**src/rtl/nubus_pkg.sv**
```systemverilog
// Shared encodings for the NuBus card memory arbiter and related master-path blocks.
package nubus_pkg;

  localparam logic [1:0] ST_IDLE    = 2'd0;
  localparam logic [1:0] ST_GRANT_S = 2'd1;
  localparam logic [1:0] ST_GRANT_L = 2'd2;
  localparam logic [1:0] ST_RELEASE = 2'd3;

  localparam logic OWN_S = 1'b0;
  localparam logic OWN_L = 1'b1;

  // Wide enough for any supported data width; users slice the low DW bits.
  localparam logic [127:0] NUBUS_ERR_DATA = '1;

endpackage

```
**src/rtl/nubus_mem_arbiter_wdog.sv**
```systemverilog
// Watchdog counter: clear has priority, counts while enabled, expire flags the TIMEOUT-th enabled cycle.
module nubus_arb_wdog
  import nubus_pkg::*;
#(
  parameter int TIMEOUT = 255
) (
  input  logic clk,
  input  logic reset,
  input  logic clr,
  input  logic en,
  output logic expire
);

  logic [15:0] cnt_q, cnt_d;

  always_comb begin
    cnt_d = cnt_q;
    if (clr) begin
      cnt_d = '0;
    end else if (en) begin
      cnt_d = cnt_q + 16'd1;
    end
  end

  assign expire = en && (cnt_q == 16'(TIMEOUT - 1));

  always_ff @(posedge clk or posedge reset) begin
    if (reset) begin
      cnt_q <= '0;
    end else begin
      cnt_q <= cnt_d;
    end
  end

endmodule

```
**src/rtl/nubus_mem_arbiter.sv**
```systemverilog
// Shares the card memory port between the NuBus slave path (S) and the local master (L).
// One access in flight; S preferred, L forced through after STARVE_MAX S wins; stalled accesses time out.
module nubus_mem_arbiter
  import nubus_pkg::*;
#(
  parameter int AW         = 32,
  parameter int DW         = 32,
  parameter int STARVE_MAX = 4,
  parameter int TIMEOUT    = 255
) (
  input  logic          clk,
  input  logic          reset,
  input  logic          s_valid,
  input  logic          s_write,
  input  logic [AW-1:0] s_addr,
  input  logic [DW-1:0] s_wdata,
  output logic          s_ready,
  output logic [DW-1:0] s_rdata,
  output logic          s_err,
  input  logic          l_valid,
  input  logic          l_write,
  input  logic [AW-1:0] l_addr,
  input  logic [DW-1:0] l_wdata,
  output logic          l_ready,
  output logic [DW-1:0] l_rdata,
  output logic          l_err,
  output logic          m_valid,
  output logic          m_write,
  output logic [AW-1:0] m_addr,
  output logic [DW-1:0] m_wdata,
  input  logic          m_ready,
  input  logic [DW-1:0] m_rdata,
  output logic          busy_o,
  output logic          timeout_o
);

  localparam logic [DW-1:0] ERR_DATA = NUBUS_ERR_DATA[DW-1:0];
  localparam logic [3:0]    STARVE_LIM = 4'(STARVE_MAX);

  logic [1:0]    state_q, state_d;
  logic [3:0]    starve_q, starve_d;
  logic          m_valid_q, m_valid_d, m_write_q, m_write_d;
  logic [AW-1:0] m_addr_q, m_addr_d;
  logic [DW-1:0] m_wdata_q, m_wdata_d;
  logic          s_ready_q, s_ready_d, s_err_q, s_err_d;
  logic          l_ready_q, l_ready_d, l_err_q, l_err_d;
  logic [DW-1:0] s_rdata_q, s_rdata_d, l_rdata_q, l_rdata_d;
  logic          timeout_q, timeout_d;

  logic in_grant, grant_entry, pick, expire;

  assign in_grant    = (state_q == ST_GRANT_S) || (state_q == ST_GRANT_L);
  assign grant_entry = (state_q == ST_IDLE) && (s_valid || l_valid);
  assign pick        = (l_valid && (!s_valid || (starve_q == STARVE_LIM))) ? OWN_L : OWN_S;

  nubus_arb_wdog #(.TIMEOUT(TIMEOUT)) u_wdog (
    .clk    (clk),
    .reset  (reset),
    .clr    (grant_entry),
    .en     (in_grant),
    .expire (expire)
  );

  always_comb begin
    state_d   = state_q;
    starve_d  = starve_q;
    m_valid_d = m_valid_q;
    m_write_d = m_write_q;
    m_addr_d  = m_addr_q;
    m_wdata_d = m_wdata_q;
    s_ready_d = 1'b0;
    s_err_d   = 1'b0;
    s_rdata_d = s_rdata_q;
    l_ready_d = 1'b0;
    l_err_d   = 1'b0;
    l_rdata_d = l_rdata_q;
    timeout_d = 1'b0;

    case (state_q)
      ST_IDLE: begin
        if (!l_valid) starve_d = '0;
        if (grant_entry) begin
          m_valid_d = 1'b1;
          m_write_d = (pick == OWN_L) ? l_write : s_write;
          m_addr_d  = (pick == OWN_L) ? l_addr  : s_addr;
          m_wdata_d = (pick == OWN_L) ? l_wdata : s_wdata;
          if (pick == OWN_L) begin
            state_d  = ST_GRANT_L;
            starve_d = '0;
          end else begin
            state_d = ST_GRANT_S;
            if (l_valid && (starve_q != STARVE_LIM)) starve_d = starve_q + 4'd1;
          end
        end
      end
      ST_GRANT_S, ST_GRANT_L: begin
        // A completion arriving on the expiry cycle is a normal completion.
        if (m_ready || expire) begin
          m_valid_d = 1'b0;
          state_d   = ST_RELEASE;
          timeout_d = !m_ready;
          if (state_q == ST_GRANT_L) begin
            l_ready_d = 1'b1;
            l_err_d   = !m_ready;
            l_rdata_d = m_ready ? m_rdata : ERR_DATA;
          end else begin
            s_ready_d = 1'b1;
            s_err_d   = !m_ready;
            s_rdata_d = m_ready ? m_rdata : ERR_DATA;
          end
        end
      end
      default: state_d = ST_IDLE;
    endcase
  end

  always_ff @(posedge clk or posedge reset) begin
    if (reset) begin
      state_q   <= ST_IDLE;
      starve_q  <= '0;
      m_valid_q <= 1'b0;
      m_write_q <= 1'b0;
      m_addr_q  <= '0;
      m_wdata_q <= '0;
      s_ready_q <= 1'b0;
      s_err_q   <= 1'b0;
      s_rdata_q <= '0;
      l_ready_q <= 1'b0;
      l_err_q   <= 1'b0;
      l_rdata_q <= '0;
      timeout_q <= 1'b0;
    end else begin
      state_q   <= state_d;
      starve_q  <= starve_d;
      m_valid_q <= m_valid_d;
      m_write_q <= m_write_d;
      m_addr_q  <= m_addr_d;
      m_wdata_q <= m_wdata_d;
      s_ready_q <= s_ready_d;
      s_err_q   <= s_err_d;
      s_rdata_q <= s_rdata_d;
      l_ready_q <= l_ready_d;
      l_err_q   <= l_err_d;
      l_rdata_q <= l_rdata_d;
      timeout_q <= timeout_d;
    end
  end

  assign m_valid   = m_valid_q;
  assign m_write   = m_write_q;
  assign m_addr    = m_addr_q;
  assign m_wdata   = m_wdata_q;
  assign s_ready   = s_ready_q;
  assign s_err     = s_err_q;
  assign s_rdata   = s_rdata_q;
  assign l_ready   = l_ready_q;
  assign l_err     = l_err_q;
  assign l_rdata   = l_rdata_q;
  assign timeout_o = timeout_q;
  assign busy_o    = (state_q != ST_IDLE);

endmodule

```
**config.mk**
```make
export PLATFORM = sky130hd
export DESIGN_NAME = nubus_mem_arbiter
export DESIGN_NICKNAME = d
export VERILOG_FILES = /design/src/rtl/nubus_pkg.sv /design/src/rtl/nubus_mem_arbiter_wdog.sv /design/src/rtl/nubus_mem_arbiter.sv
export SDC_FILE = /design/constraint.sdc
export NUM_CORES = 1
export LEC_CHECK = 0
export CAP_MARGIN = 20
export CORE_MARGIN = 5
export CORE_UTILIZATION = 45
export CTS_BUF_LIST = sky130_fd_sc_hd__clkbuf_2
export DETAILED_ROUTE_END_ITERATION = 8
export PLACE_DENSITY = 0.83
export RECOVER_POWER = 100
export SYNTH_ARGS = -nofsm -noshare
export SYNTH_HDL_FRONTEND = slang
export SYNTH_HIERARCHICAL = 1
export SYNTH_SLANG_ARGS = --single-unit
```
**constraint.sdc**
```tcl
create_clock -name clk -period 5.4 [get_ports clk]
set_input_delay 1.08 -clock clk [delete_from_list [all_inputs] [get_ports clk]]
set_output_delay 1.08 -clock clk [all_outputs]
set_load 0.01 [all_outputs]
```
Word level (Yosys, flattened, before mapping):

Index checks and enable logic that the tools add are counted.
W data, S select, Z words.

* reductions and logical operators: 20
* muxes and demuxes: 32
* add/sub/neg operators: 2
* equal/unequal tests: 7
* bitwise operators: 1

Operator list (count)
* $mux W32: 3
* $mux W16: 2
* $mux W1: 18
* $add A16 B1 Y16 const B: 1
* $eq A16 B8 Y1 const B: 1
* $mux W4: 4
* $reduce_and A3 Y1: 3
* $mux W2: 3
* $reduce_bool A2 Y1: 3
* $add A4 B1 Y4 const B: 1
* $eq A4 B3 Y1 const B: 1
* $logic_and A1 B1 Y1: 4
* $logic_or A1 B1 Y1: 4
* $ne A2 B2 Y1 const B: 2
* $ne A4 B3 Y1 const B: 1
* $pmux W2 S2: 1
* $reduce_and A2 Y1: 2
* $eq A2 B1 Y1 const B: 1
* $eq A2 B2 Y1 const B: 1
* $logic_not A1 Y1: 2
* $logic_not A2 Y1: 1
* $pmux W1 S2: 1
* $reduce_or A2 Y1: 1
* $not A1 Y1: 1

* register bits: 157
* logic and storage cells: 76
* output and inout bits: 136
* input bits: 167

Longest topological paths before layout:

Gate-level depths: netlist (run 1).

* word-level depth: 7
* gate-level depth with buffers: 11
* depth with buffers taken out: 8

Modules after synthesis:

Netlist (run 1), hierarchy kept.

By module, submodules not included
* nubus_mem_arbiter: cells an instance 681, times used 1, sequential area each 3528.4 µm², area each 6630.1 µm²
* nubus_arb_wdog: cells an instance 88, times used 1, sequential area each 400.4 µm², area each 850.8 µm²

Worst setup path after synthesis (run 1):

OpenSTA, ideal clock, no wires.

* kind: in2reg
* start point: input l_valid
* end point: register u_wdog.cnt_q[15]
* path slack: 2.410 ns
* path buffers: 5
* setup time: 0.123 ns
* cell stages on the path: 10
* arrival time: 2.867 ns
* cell sequence: buf_6 -> o21a_1 -> buf_4 -> buf_6 -> buf_2 -> buf_2 -> o211ai_1 -> nor4_1 -> a31o_2 -> a21oi_1

* longest elaborated chain between the ends: 3
* elaborated cells on any way between the ends: 4
* classes of those cells: mux: 1; reduce/logical: 3

RTL lines
* start, declared: RTL line nubus_mem_arbiter.sv:20 `input logic l_valid,`
* $logic_or A1 B1 Y1 (*): RTL line nubus_mem_arbiter.sv:53 `assign grant_entry = (state_q == ST_IDLE) && (s_valid || l_valid);`
* $logic_and A1 B1 Y1 (*): RTL line nubus_mem_arbiter.sv:53
* named net grant_entry: RTL line nubus_mem_arbiter.sv:50 `logic in_grant, grant_entry, pick, expire;`
* $mux W16 / $reduce_bool A2 Y1 (equally long branches)
* end signal, assigned: RTL line nubus_mem_arbiter_wdog.sv:31 `cnt_q <= cnt_d;`
* end, declared: RTL line nubus_mem_arbiter_wdog.sv:14 `logic [15:0] cnt_q, cnt_d;`

The timed path passes the listed nets; every way through them passes the cells marked *.
A chain may end at the register's enable or synchronous reset.

Final worst setup path (run 1):

* start point: input s_valid
* end point: register m_wdata_q[30] (netlist: m_wdata[30])

* longest elaborated chain between the ends: 5
* elaborated cells on any way between the ends: 8
* classes of those cells: mux: 2; reduce/logical: 6

RTL lines
* start, declared: RTL line nubus_mem_arbiter.sv:13 `input logic s_valid,`
* $logic_not A1 Y1: RTL line nubus_mem_arbiter.sv:54 `assign pick = (l_valid && (!s_valid || (starve_q == STARVE_LIM))) ? OWN_L : OWN_S;`
* $logic_or A1 B1 Y1: RTL line nubus_mem_arbiter.sv:54
* $logic_and A1 B1 Y1: RTL line nubus_mem_arbiter.sv:54
* $mux W1: RTL line nubus_mem_arbiter.sv:54
* $mux W32: RTL line nubus_mem_arbiter.sv:86 `m_wdata_d = (pick == OWN_L) ? l_wdata : s_wdata;`
* end signal, assigned: RTL line nubus_mem_arbiter.sv:138 `m_wdata_q <= m_wdata_d;`
* end, declared: RTL line nubus_mem_arbiter.sv:44 `logic [DW-1:0] m_wdata_q, m_wdata_d;`

Several ways; a longest one is shown, not always the timed one.

==> results of run 1 <==
[tightest hold or removal path, cell delays in order (launching register included)]
cell and delay, ps:
dfrtp_1 400, nand2_1 40, o21ai_0 60
[stage by stage]
step                      setup WS [ps]  instances  cell area [um^2]  hold slack, ps  utilization (%)
after floorplan                   538.8        769              7481           510.2                -
after global placement             1976       1222             10460           461.0            63.53
after detailed placement           1850       1222             10460           469.1            63.53
after CTS                          1914       1254             10690           518.5            64.89
after global routing              888.1       1257             10690           540.8            64.94
final                              1276       1257             10690           509.2            64.94
[area by class of cell]
class                           instances  share of cell area (%)
Tap cell                              220                   2.574
Sequential cell                       157                   36.74
Clock buffer                           17                  0.7957
Inverter                               16                  0.5734
Timing Repair Buffer                  314                   29.27
Clock inverter                         15                   1.299
Antenna cell                            1                 0.02340
Multi-Input combinational cell        517                   28.73
[flip-flops by register name, indices dropped and copies added (netlist names)]
name and count:
m_addr 32, m_write 1, l_err 1, timeout_o 1
l_ready 1, l_rdata 32, s_rdata 32, m_valid 1
u_wdog/cnt_q 16, m_wdata 32, s_ready 1, state_q 2
starve_q 4, s_err 1
[metal layers]
metal | GRT usage, % | vias to the layer above
met5 | 0 | -
met4 | 9.526 | 0
met3 | 5.138 | 50
met2 | 38.30 | 243
met1 | 27.78 | 3345
li1 | - | 3311
[how the worst max path moves through the flow]
| stage | startpoint | to | slack [ps] | cells past startpoint |
|---|---|---|---|---|
| after floorplan | reset | l_err$_DFF_PP0_ | 540 | 1 |
| after global placement | s_valid | u_wdog/cnt_q[15]$_DFFE_PP0P_ | 1980 | 6 |
| after detailed placement | s_valid | u_wdog/cnt_q[15]$_DFFE_PP0P_ | 1850 | 6 |
| after CTS | state_q[0]$_DFFE_PP0P_ | busy_o | 1910 | 4 |
| after global routing | s_valid | m_wdata[28]$_DFFE_PP0P_ | 890 | 5 |
| final | s_valid | m_wdata[30]$_DFFE_PP0P_ | 1280 | 4 |
[cell families after synthesis]
logic type	after synthesis	share of synthesized area, %
AOI/OAI and AO/OA	247	21.59
and+or+nand+nor	244	15.91
DFF	157	52.52
buffers and inverters	95	6.339
xor gates and xnor gates	10	1.171
muxes	9	1.305
adders and majority gates	7	1.171
[power groups by stage]
stage	Clock [mW]	Combinational [mW]	Sequential [mW]
3_5_place_dp	0	2.80	2.02
3_3_place_gp	0	2.74	1.99
4_1_cts	0.644	2.81	1.99
6_report	0.623	2.59	1.96
2_1_floorplan	0	1.20	2.23
5_1_grt	0.694	2.84	2.03
[cells in the final DEF (no fill, tap or decap), types with 2 or more instances in the layout]
cell / instances
nand2b_1: 4
xnor2_1: 6
a31oi_1: 67
or4_1: 2
o21ai_0: 65
dfrtp_1: 157
o31ai_1: 29
ha_1: 6
o211ai_1: 67
nor3_1: 2
inv_1: 14
nand3b_1: 2
nor4_1: 4
clkbuf_1: 3
clkinvlp_4: 2
nand3_1: 72
clkinv_4: 4
mux2i_1: 3
nand2_1: 33
a31o_2: 2
mux2_1: 6
inv_6: 4
nand4_1: 4
xor2_1: 4
nor2_1: 79
and3_1: 2
dlygate4sd3_1: 138
clkbuf_2: 18
buf_4: 7
clkdlybuf4s50_1: 163
a21oi_1: 7
or3_1: 2
nor2b_1: 31
clkinv_1: 2
==> summary.md, run 1 <==
| Metric | Value |
|---|---|
| Initial antenna violation count | `1` |
| Sequential power share | `37.9%` |
| Worst min path class | `flip-flop to flip-flop` |
| Register area | `about 0.004 mm^2` |
| Routed wire per std cell | `between 15 and 20 um` |
| P per Cell Area | `~480 mW/mm^2` |
| Worst Tran Pin Value | `roughly 2300 ps` |
| Vias in the first global route | `roughly 6.7k` |
| Die H | `138.9 um` |
| Clk root buf | `clkbuf_2` |
| Initial Util | `between 40 and 50%` |
| Seq/Total Area, Yosys | `between 50% and 60%` |
| Final hold viol count | `0` |
| Worst-Skew Late Latency | `approximately 730 ps` |
| Rel. slew slack | `-55.59%` |
| Worst EP arrival | `4660 ps` |
| Setup crit end kind | `flip-flop` |
| Hold_sp | `l_rdata[17]$_DFFE_PP0P_` |
| Top Ports | `a little over 300` |
| RSZ-0062 raised after global routing | `false` |
| GPL Wtd Cong | `around 0.8` |
| Part of the power in combinational logic | `roughly half` |
| Reg-to-reg critical path endpoint | `s_rdata[1]$_DFFE_PP0P_` |
| Setup violators final | `0` |
| Syn Area/Cell | `slightly below 10 um^2` |
| Leak pwr | `around 4.3 nW` |
| Biggest area consumer among synthesized cells | `dfrtp_1` |
| Ys async rst share | `100.0%` |
| First drt pass iteration count | `5` |
| Layout area overhead | `42.93%` |
| CTS tree | `built` |
| Status | `finished, violations left` |
| Post-CTS sizing | `0` |
| Switch Pwr | `2.074 mW` |
| Cts hold-fix bufs | `0` |
| Htree depth | `4` |
| Required time of the worst setup path | `around 6000 ps` |
| Setup bufs post-CTS | `0` |
| Crit path launch type | `input pin` |
| RR Startpoint | `state_q[1]$_DFFE_PP0P_` |
| Min Tclk post-route | `just over 4000 ps` |
| Fillers | `1358` |
| Total power | `between 5 and 6 mW` |
| Largest net degree at the start of global routing | `approximately 120` |
| Post-DP HPWL | `between 15 and 20 mm` |
| First-pass GRT wire length | `roughly 36 mm` |
| Multi-input logic area | `between 0.003 and 0.004 mm^2` |
| CP Class | `input pin to flip-flop` |
| # rows | `between 40 and 50` |
| Top delay family on crit path | `buffers and inverters` |
| Num Clock Sinks | `157` |
| Core area | `between 0.015 and 0.02 mm^2` |
| CTS clk-pin slew, worst paths | `240 ps` |
| Slew Viols, Final | `~280` |
| Cells along the critical path | `dlygate4sd3_1 -> o21a_1 -> clkbuf_2 -> a31oi_1` |
| Failing checks | `capacitance limit, slew limit` |
| VDD IR max | `~0.23 mV` |
| Total grt overflow | `0` |
| Gr usage total | `a little under a quarter` |
| Clock Path Buffers | `2` |
| Clk pwr share | `between 10% and 20%` |
| Met1 Wirelength | `roughly 9.0 mm` |
| Most common cell in the netlist | `dfrtp_1` |
| Worst hold path depth | `2` |
| Via count | `approximately 6.9k` |
| DRC Markers | `0` |
| Yosys cell types | `between 50 and 60` |
| Syn Inst Count | `between 700 and 800` |
| Worst reg2reg path depth | `8` |
| Met3 WL post-DR | `about 1.3 mm` |
| Slowest cell on crit path | `clkbuf_2` |
| Fmax | `roughly 240 MHz` |
| Number of synthesized flops with an enable pin | `0` |
| Net Sw Frac | `40.08%` |
| Synth top area cells | `dfrtp_1 (53%), o211ai_1 (6.7%), a31oi_1 (5.6%)` |
| Max stage delay on crit path | `1580 ps` |
| Vias per std cell | `5.528` |
| Post-synth top flop | `dfrtp_1` |
| Period Utilization, post-route | `approximately 76%` |
| Post-Syn Nets | `around 940` |
| Setup_tns | `0 ps` |
| Clock skew | `31.98 ps` |
| Antenna-violating nets left | `0` |
| Flops & latches, synth | `157` |
| Chip width | `between 100 and 150 um` |
| Worst Hold End | `l_rdata[17]$_DFFE_PP0P_` |
| Proportion of layout cells with a drive suffix above 1 | `under 10%` |
| TritonCTS Buffers | `17` |
| Ys Warns | `6` |
| Port Buffers | `between 300 and 400` |
| Area share of the largest cell type after synthesis | `between 50% and 60%` |
| Number of DRC markers in iteration 0 | `between 400 and 500` |
| Synth Cell Area | `approximately 0.0075 mm^2` |
| Max cap viols | `5` |
| DR top layer | `met4` |
| Post-synth top cells | `dfrtp_1 (157), nor2_1 (78), nand3_1 (72), a31oi_1 (67), o211ai_1 (67)` |
| Met2 Routed Length | `11.22 mm` |
| Fin nets | `about 1.2k` |
| Internal | `3.101 mW` |
| Setup slack, reg-to-reg | `1320 ps` |
| CP Max Fanout | `112` |
| Die ar. | `about 0.019 mm^2` |
| WL final | `22.39 mm` |
| Buf/Inv on CP | `2` |
No activity file was read; power rests on OpenSTA's default activity.
==> run 2, diff against run 1 <==
CORE_UTILIZATION = 41   (was 45)
PLACE_DENSITY = 0.8   (was 0.83)
clock period = 3.35 ns   (was 5.4 ns; I/O delays follow)
==> run 2 against run 1 <==
The flow still finishes with violations (capacitance limit, slew limit). Critical path depth is the same. First-iteration DRC count up 3.9%. Cell count grew 1.3%. Worst hold slack got worse by 260 ps. Via count up 0.30%. Sequential cell count stayed put. Total power grew 63%. Die area increased by 9.0%. Combinational power rose by 62%. Worst setup slack worse by 960 ps.
==> summary.md, run 2 (synthesis gave the netlist of run 1 again) <==
| Metric | Value |
|---|---|
| Fmax | `329.7 MHz` |
| Rel. slew slack | `-42.28% (+13 points)` |
| Gr usage total | `21.26% (-1.3 points)` |
| CTS tree | `built` |
| Leak pwr | `4.346 nW (+0.78%)` |
| Most frequent cells in the layout | `clkdlybuf4s50_1 (165), dfrtp_1 (157), dlygate4sd3_1 (136), nor2_1 (79), nand3_1 (72)` |
| CP Max Fanout | `11 (-90%)` |
| Min Tclk post-route | `3033 ps` |
| RSZ-0062 raised after global routing | `false` |
| Chip width | `145.1 um (+4.4%)` |
| Layout area overhead | `43.65%` |
| Part of the power in combinational logic | `49.6% (-0.5 points)` |
| Status | `finished, violations left` |
| TritonCTS Buffers | `17 (unchanged)` |
| Sequential power share | `37.7% (-0.2 points)` |
| Fin nets | `1204 (+0.58%)` |
| Die ar. | `0.02105 mm^2 (+9.0%)` |
| P per Cell Area | `785.2 mW/mm^2 (+62%)` |
| WHS | `248.6 ps (-260.6 ps)` |
| WL final | `23.09 mm (+3.1%)` |
| Number of DRC markers in iteration 0 | `448 (+3.9%)` |
| Worst min path class | `input pin to flip-flop` |
| Die H | `145.1 um (+4.4%)` |
| Slew Viols, Final | `88 (-69%)` |
| Worst setup margin | `317.0 ps (-959.4 ps)` |
| # rows | `49 (+4.3%)` |
| Routed wire per std cell | `18.14 um (+1.8%)` |
| Largest net degree at the start of global routing | `113 (-1.7%)` |
| DRC Markers | `0 (unchanged)` |
| GPL Wtd Cong | `0.8345 (+2.0%)` |
| Clock Path Buffers | `2 (unchanged)` |
| Final hold viol count | `0 (unchanged)` |
| Cts hold-fix bufs | `0 (unchanged)` |
| Proportion of layout cells with a drive suffix above 1 | `5.753% (+1.0 points)` |
| Fillers | `1570 (+16%)` |
| Crit path launch type | `flip-flop` |
| Vias in the first global route | `6864 (+1.9%)` |
| Setup bufs post-CTS | `0 (unchanged)` |
| Top Ports | `303 (unchanged)` |
| Clk pwr share | `12.7% (+0.7 points)` |
| Pre-CTS WS | `540.9 ps (-1309 ps)` |
| Total grt overflow | `0 (unchanged)` |
| Worst Tran Pin Value | `2134 ps (-199.6 ps)` |
| Antenna-violating nets left | `0 (unchanged)` |
| Setup violators final | `0 (unchanged)` |
| Vias per std cell | `5.475 (-0.96%)` |
| Num Clock Sinks | `157 (unchanged)` |
| Switch Pwr | `3.435 mW (+66%)` |
| Period Utilization, post-route | `between 90% and 100%` |
| Worst EP arrival | `2360 ps (-2300 ps)` |
| Setup_tns | `0 ps (unchanged)` |
| Initial antenna violation count | `1 (unchanged)` |
| First-pass GRT wire length | `37.01 mm (+3.4%)` |
| CTS clk-pin slew, worst paths | `240 ps (about the same)` |
| Post-DP HPWL | `16.38 mm (+5.4%)` |
| Post-CTS sizing | `0 (unchanged)` |
| Core area | `0.01796 mm^2 (+9.1%)` |
| Via count | `6970 (+0.30%)` |
| Initial Util | `41.65% (-3.8 points)` |
| Htree depth | `4 (unchanged)` |
| Post-layout util | `59.82% (-5.1 points)` |
| VDD IR max | `0.4107 mV (+80%)` |
| Port Buffers | `302 (unchanged)` |
| Internal | `5.003 mW (+61%)` |
| Worst-Skew Late Latency | `740 ps (about the same)` |
| Most common cell after layout, fill and taps aside | `clkdlybuf4s50_1` |
| Failing checks | `capacitance limit, slew limit` |
| Required time of the worst setup path | `2680 ps (-3250 ps)` |
| Setup crit end kind | `primary output` |
| Clk root buf | `clkbuf_2` |
| Net Sw Frac | `40.71% (+0.63 points)` |
| Clock skew | `41.62 ps (+9.642 ps)` |
| First drt pass iteration count | `6 (+1)` |
| CP Class | `flip-flop to primary output` |
| Max cap viols | `1 (-4)` |
-- run 2: changes by cell type in the layout (fill, tap and decap cells not counted), sizes merged --
cell,before,now
clkinv,7,3
inv,20,23
clkdlybuf4s50,163,165
clkbuf,21,24
dlygate4sd3,138,136
clkinvlp,3,4
buf,9,13
-- run 2: stage by stage --
| stage | instance area, um^2 | total power, mW | cells |
|---|---|---|---|
| 3_3_place_gp | 10560 | 7.708 | 1240 |
| 3_5_place_dp | 10560 | 7.838 | 1240 |
| 4_1_cts | 10800 | 8.911 | 1272 |
| 5_1_grt | 10750 | 9.054 | 1273 |
| 6_report | 10750 | 8.438 | 1273 |
| 2_1_floorplan | 7485 | 5.519 | 769 |
-- run 2: final cells by class --
cell class	count	area (um^2)	area share, %
inverter	16	63.81	0.5938
timing repair buffer	321	3156	29.36
tap	229	286.5	2.666
clock buffer	17	85.08	0.7917
clock inverter	15	150.1	1.397
sequential	157	3929	36.56
antenna	1	2.502	0.02329
multi-input combinational	517	3074	28.61
-- run 2: final timing paths --
| kind | start | endpoint | slack (ps) | depth (start not counted) |
|---|---|---|---|---|
| setup reg to reg | u_wdog/cnt_q[0]$_DFFE_PP0P_ | s_rdata[8]$_DFFE_PP0P_ | 410 | 10 |
| hold reg to reg | l_rdata[24]$_DFFE_PP0P_ | l_rdata[24]$_DFFE_PP0P_ | 510 | 2 |
| min in group asynchronous | reset | u_wdog/cnt_q[5]$_DFFE_PP0P_ | 460 | 2 |
| max in group asynchronous | reset | l_rdata[5]$_DFFE_PP0P_ | 900 | 3 |
| hold / removal | l_valid | starve_q[3]$_DFFE_PP0N_ | 250 | 3 |
| setup / recovery | state_q[0]$_DFFE_PP0P_ | busy_o | 320 | 4 |
-- run 2: critical path: stages, from the launching register on --
cell	delay, ps
dfrtp_1	440
inv_1	110
ha_1	380
inv_1	170
clkdlybuf4s50_1	550
-- run 2: layer usage --
metal | wire length [um] | up-vias | track usage (%)
li1 | - | 3322 | -
met1 | 9330 | 3330 | 26.60
met2 | 11570 | 261 | 35.40
met3 | 1430 | 57 | 5.145
met4 | 762 | 0 | 8.769
met5 | 0 | - | 0
-- run 2: power by group through the flow --
stage / sequential (mW) / clock [mW] / combinational (mW)
after floorplan: 3.59 / 0 / 1.93
after global placement: 3.23 / 0 / 4.47
after detailed placement: 3.26 / 0 / 4.57
after CTS: 3.22 / 1.10 / 4.59
after global routing: 3.29 / 1.17 / 4.59
final: 3.18 / 1.07 / 4.19
==> run 3, diff against run 2 <==
SETUP_SLACK_MARGIN = 0.4   (was default)
==> run 3 against run 2 <==
The run still ends with capacitance limit, slew limit left. Count of clock-buffer cells in the layout unchanged. Worst setup slack improved by 200 ps. Sequential share of layout area about the same. Fmax rose by 7.2%. Final area is essentially flat. Total power hardly changed. Combinational power barely moved. Non-clock buffer count unchanged. Sequential cell count did not move. Via count about the same. First-iteration DRC count decreased by 3.3%. Sequential power is essentially flat.
==> summary.md, run 3 (synthesis gave the netlist of run 1 again) <==
| Metric | Value |
|---|---|
| Status | `finished, violations left` |
| Failing checks | `capacitance limit, slew limit` |
| CTS tree | `built` |
| Worst setup margin | `520.0 ps (+203.0 ps)` |
| CP Max Fanout | `11 (unchanged)` |
| Worst EP arrival | `2160 ps (-200 ps)` |
| Die H | `145.1 um (unchanged)` |
| Max cap viols | `1 (unchanged)` |
| Initial antenna violation count | `1 (unchanged)` |
| Core area | `0.01796 mm^2 (unchanged)` |
| Number of DRC markers in iteration 0 | `433 (-3.3%)` |
| Register area | `0.003929 mm^2 (unchanged)` |
| Worst Tran Pin Value | `2127 ps (-7.272 ps)` |
| Setup violators final | `0 (unchanged)` |
| CTS clk-pin slew, worst paths | `250 ps (about the same)` |
| Worst-Skew Late Latency | `750 ps (about the same)` |
| WHS | `240.9 ps (-7.709 ps)` |
| VDD IR max | `0.4105 mV (about the same)` |
| CP Class | `flip-flop to primary output` |
| Clk root buf | `clkbuf_2` |
| Fin nets | `1204 (unchanged)` |
| Via count | `6971 (+0.014%)` |
| Layout area overhead | `43.67% (about the same)` |
| Fmax | `353.4 MHz (+7.2%)` |
| Routed wire per std cell | `18.19 um (+0.29%)` |
| WL final | `23.16 mm (+0.29%)` |
| Slew Viols, Final | `88 (unchanged)` |
| Min Tclk post-route | `2830 ps (-203.0 ps)` |
| Clock skew | `41.57 ps (-0.05680 ps)` |
| Most common cell after layout, fill and taps aside | `clkdlybuf4s50_1` |
| Total grt overflow | `0 (unchanged)` |
| Required time of the worst setup path | `2680 ps (about the same)` |
| Vias per std cell | `5.476 (about the same)` |
| P per Cell Area | `785.4 mW/mm^2 (about the same)` |
| DRC Markers | `0 (unchanged)` |
| Met2 Routed Length | `11.63 mm (+0.52%)` |
| Setup slack, reg-to-reg | `560 ps (+150 ps)` |
| Rel. slew slack | `-41.80% (+0.48 points)` |
| Worst min path class | `input pin to flip-flop` |
| Met1 Wirelength | `9.375 mm (+0.48%)` |
| # rows | `49 (unchanged)` |
| Setup crit end kind | `primary output` |
| Post-layout util | `59.83% (about the same)` |
| Multi-input logic area | `0.003084 mm^2 (+0.33%)` |
| Period Utilization, post-route | `84.48% (-6.1 points)` |
| Gr usage total | `21.27% (about the same)` |
| Crit path launch type | `flip-flop` |
| Antenna-violating nets left | `0 (unchanged)` |
| Htree depth | `4 (unchanged)` |
| Die ar. | `0.02105 mm^2 (unchanged)` |
| Chip width | `145.1 um (unchanged)` |
| RSZ-0062 raised after global routing | `false` |
| Num Clock Sinks | `157 (unchanged)` |
| TritonCTS Buffers | `17 (unchanged)` |
| Largest net degree at the start of global routing | `113 (unchanged)` |
| Final Non-Filler Cells | `1273 (unchanged)` |
| First drt pass iteration count | `5 (-1)` |
| Final hold viol count | `0 (unchanged)` |
| Pre-CTS WS | `540.9 ps (unchanged)` |
| Most frequent cells in the layout | `clkdlybuf4s50_1 (164), dfrtp_1 (157), dlygate4sd3_1 (136), nor2_1 (79), nand3_1 (72)` |
| GPL Wtd Cong | `0.8345 (unchanged)` |
| DR top layer | `met4` |
| Fillers | `1579 (+0.57%)` |
| Port Buffers | `302 (unchanged)` |
| Clock Path Buffers | `2 (unchanged)` |
| Post-DP HPWL | `16.38 mm (unchanged)` |
| First-pass GRT wire length | `37.03 mm (about the same)` |
| DP Cell Count | `1240 (unchanged)` |
| Leak pwr | `4.341 nW (-0.11%)` |
| Top Ports | `303 (unchanged)` |
| Initial Util | `41.65% (unchanged)` |
| Vias in the first global route | `6853 (-0.16%)` |
| Proportion of layout cells with a drive suffix above 1 | `5.561% (-0.19 points)` |
| Setup_tns | `0 ps (unchanged)` |
| Met3 WL post-DR | `1.452 mm (+1.5%)` |
run 3: cell types whose count changed in the layout (fill, tap and decap cells not counted), sizes merged:
cell           delta
buf               -2
clkbuf            +2
clkdlybuf4s50     -1
dlygate4sd2       +1
run 3: worst max-delay path: stages (launching register included):
cell,delay [ps]
dfrtp_1,440
inv_1,110
ha_1,380
inv_1,160
dlygate4sd2_1,340
run 3: timing repair:
item,4_1_cts,5_1_grt
resized for setup,3,0
buffers inserted,0,0
hold buffers,0,0
setup endpoints to repair,1,0
run 3: layout make-up:
cell class	instances	area share, %
Sequential cell	157	36.55
Timing Repair Buffer	321	29.28
Clock buffer	17	0.7916
Clock inverter	15	1.397
Inverter	16	0.5937
Tap cell	229	2.666
Multi-Input combinational cell	517	28.70
Antenna cell	1	0.02328
run 3: final timing paths:
kind,depth (start not counted),start,end
max,4,state_q[0]$_DFFE_PP0P_,busy_o
min,3,l_valid,starve_q[3]$_DFFE_PP0N_
max reg2reg,7,state_q[1]$_DFFE_PP0P_,u_wdog/cnt_q[14]$_DFFE_PP0P_
min reg2reg,2,l_rdata[24]$_DFFE_PP0P_,l_rdata[24]$_DFFE_PP0P_
max in group asynchronous,3,reset,m_wdata[28]$_DFFE_PP0P_
min in group asynchronous,2,reset,u_wdog/cnt_q[5]$_DFFE_PP0P_
run 3: power by group:
part	total [mW]	internal, mW	switching [mW]	leakage, nW
logic	4.19	1.95	2.23	2.33
clock network	1.07	0.294	0.780	0.137
registers	3.18	2.74	0.437	1.87
total	8.44	4.99	3.45	4.34
run 3: routing by layer:
layer	up-vias	GRT usage, %
met5	-	0
met2	267	35.45
met4	0	8.675
li1	3325	-
met3	52	5.051
met1	3327	26.68
run 3: metrics by stage:
step / total power, mW / area [um^2]
after floorplan: 5.519 / 7485
after global placement: 7.708 / 10560
after detailed placement: 7.838 / 10560
after CTS: 8.929 / 10810
after global routing: 9.045 / 10750
final: 8.441 / 10750
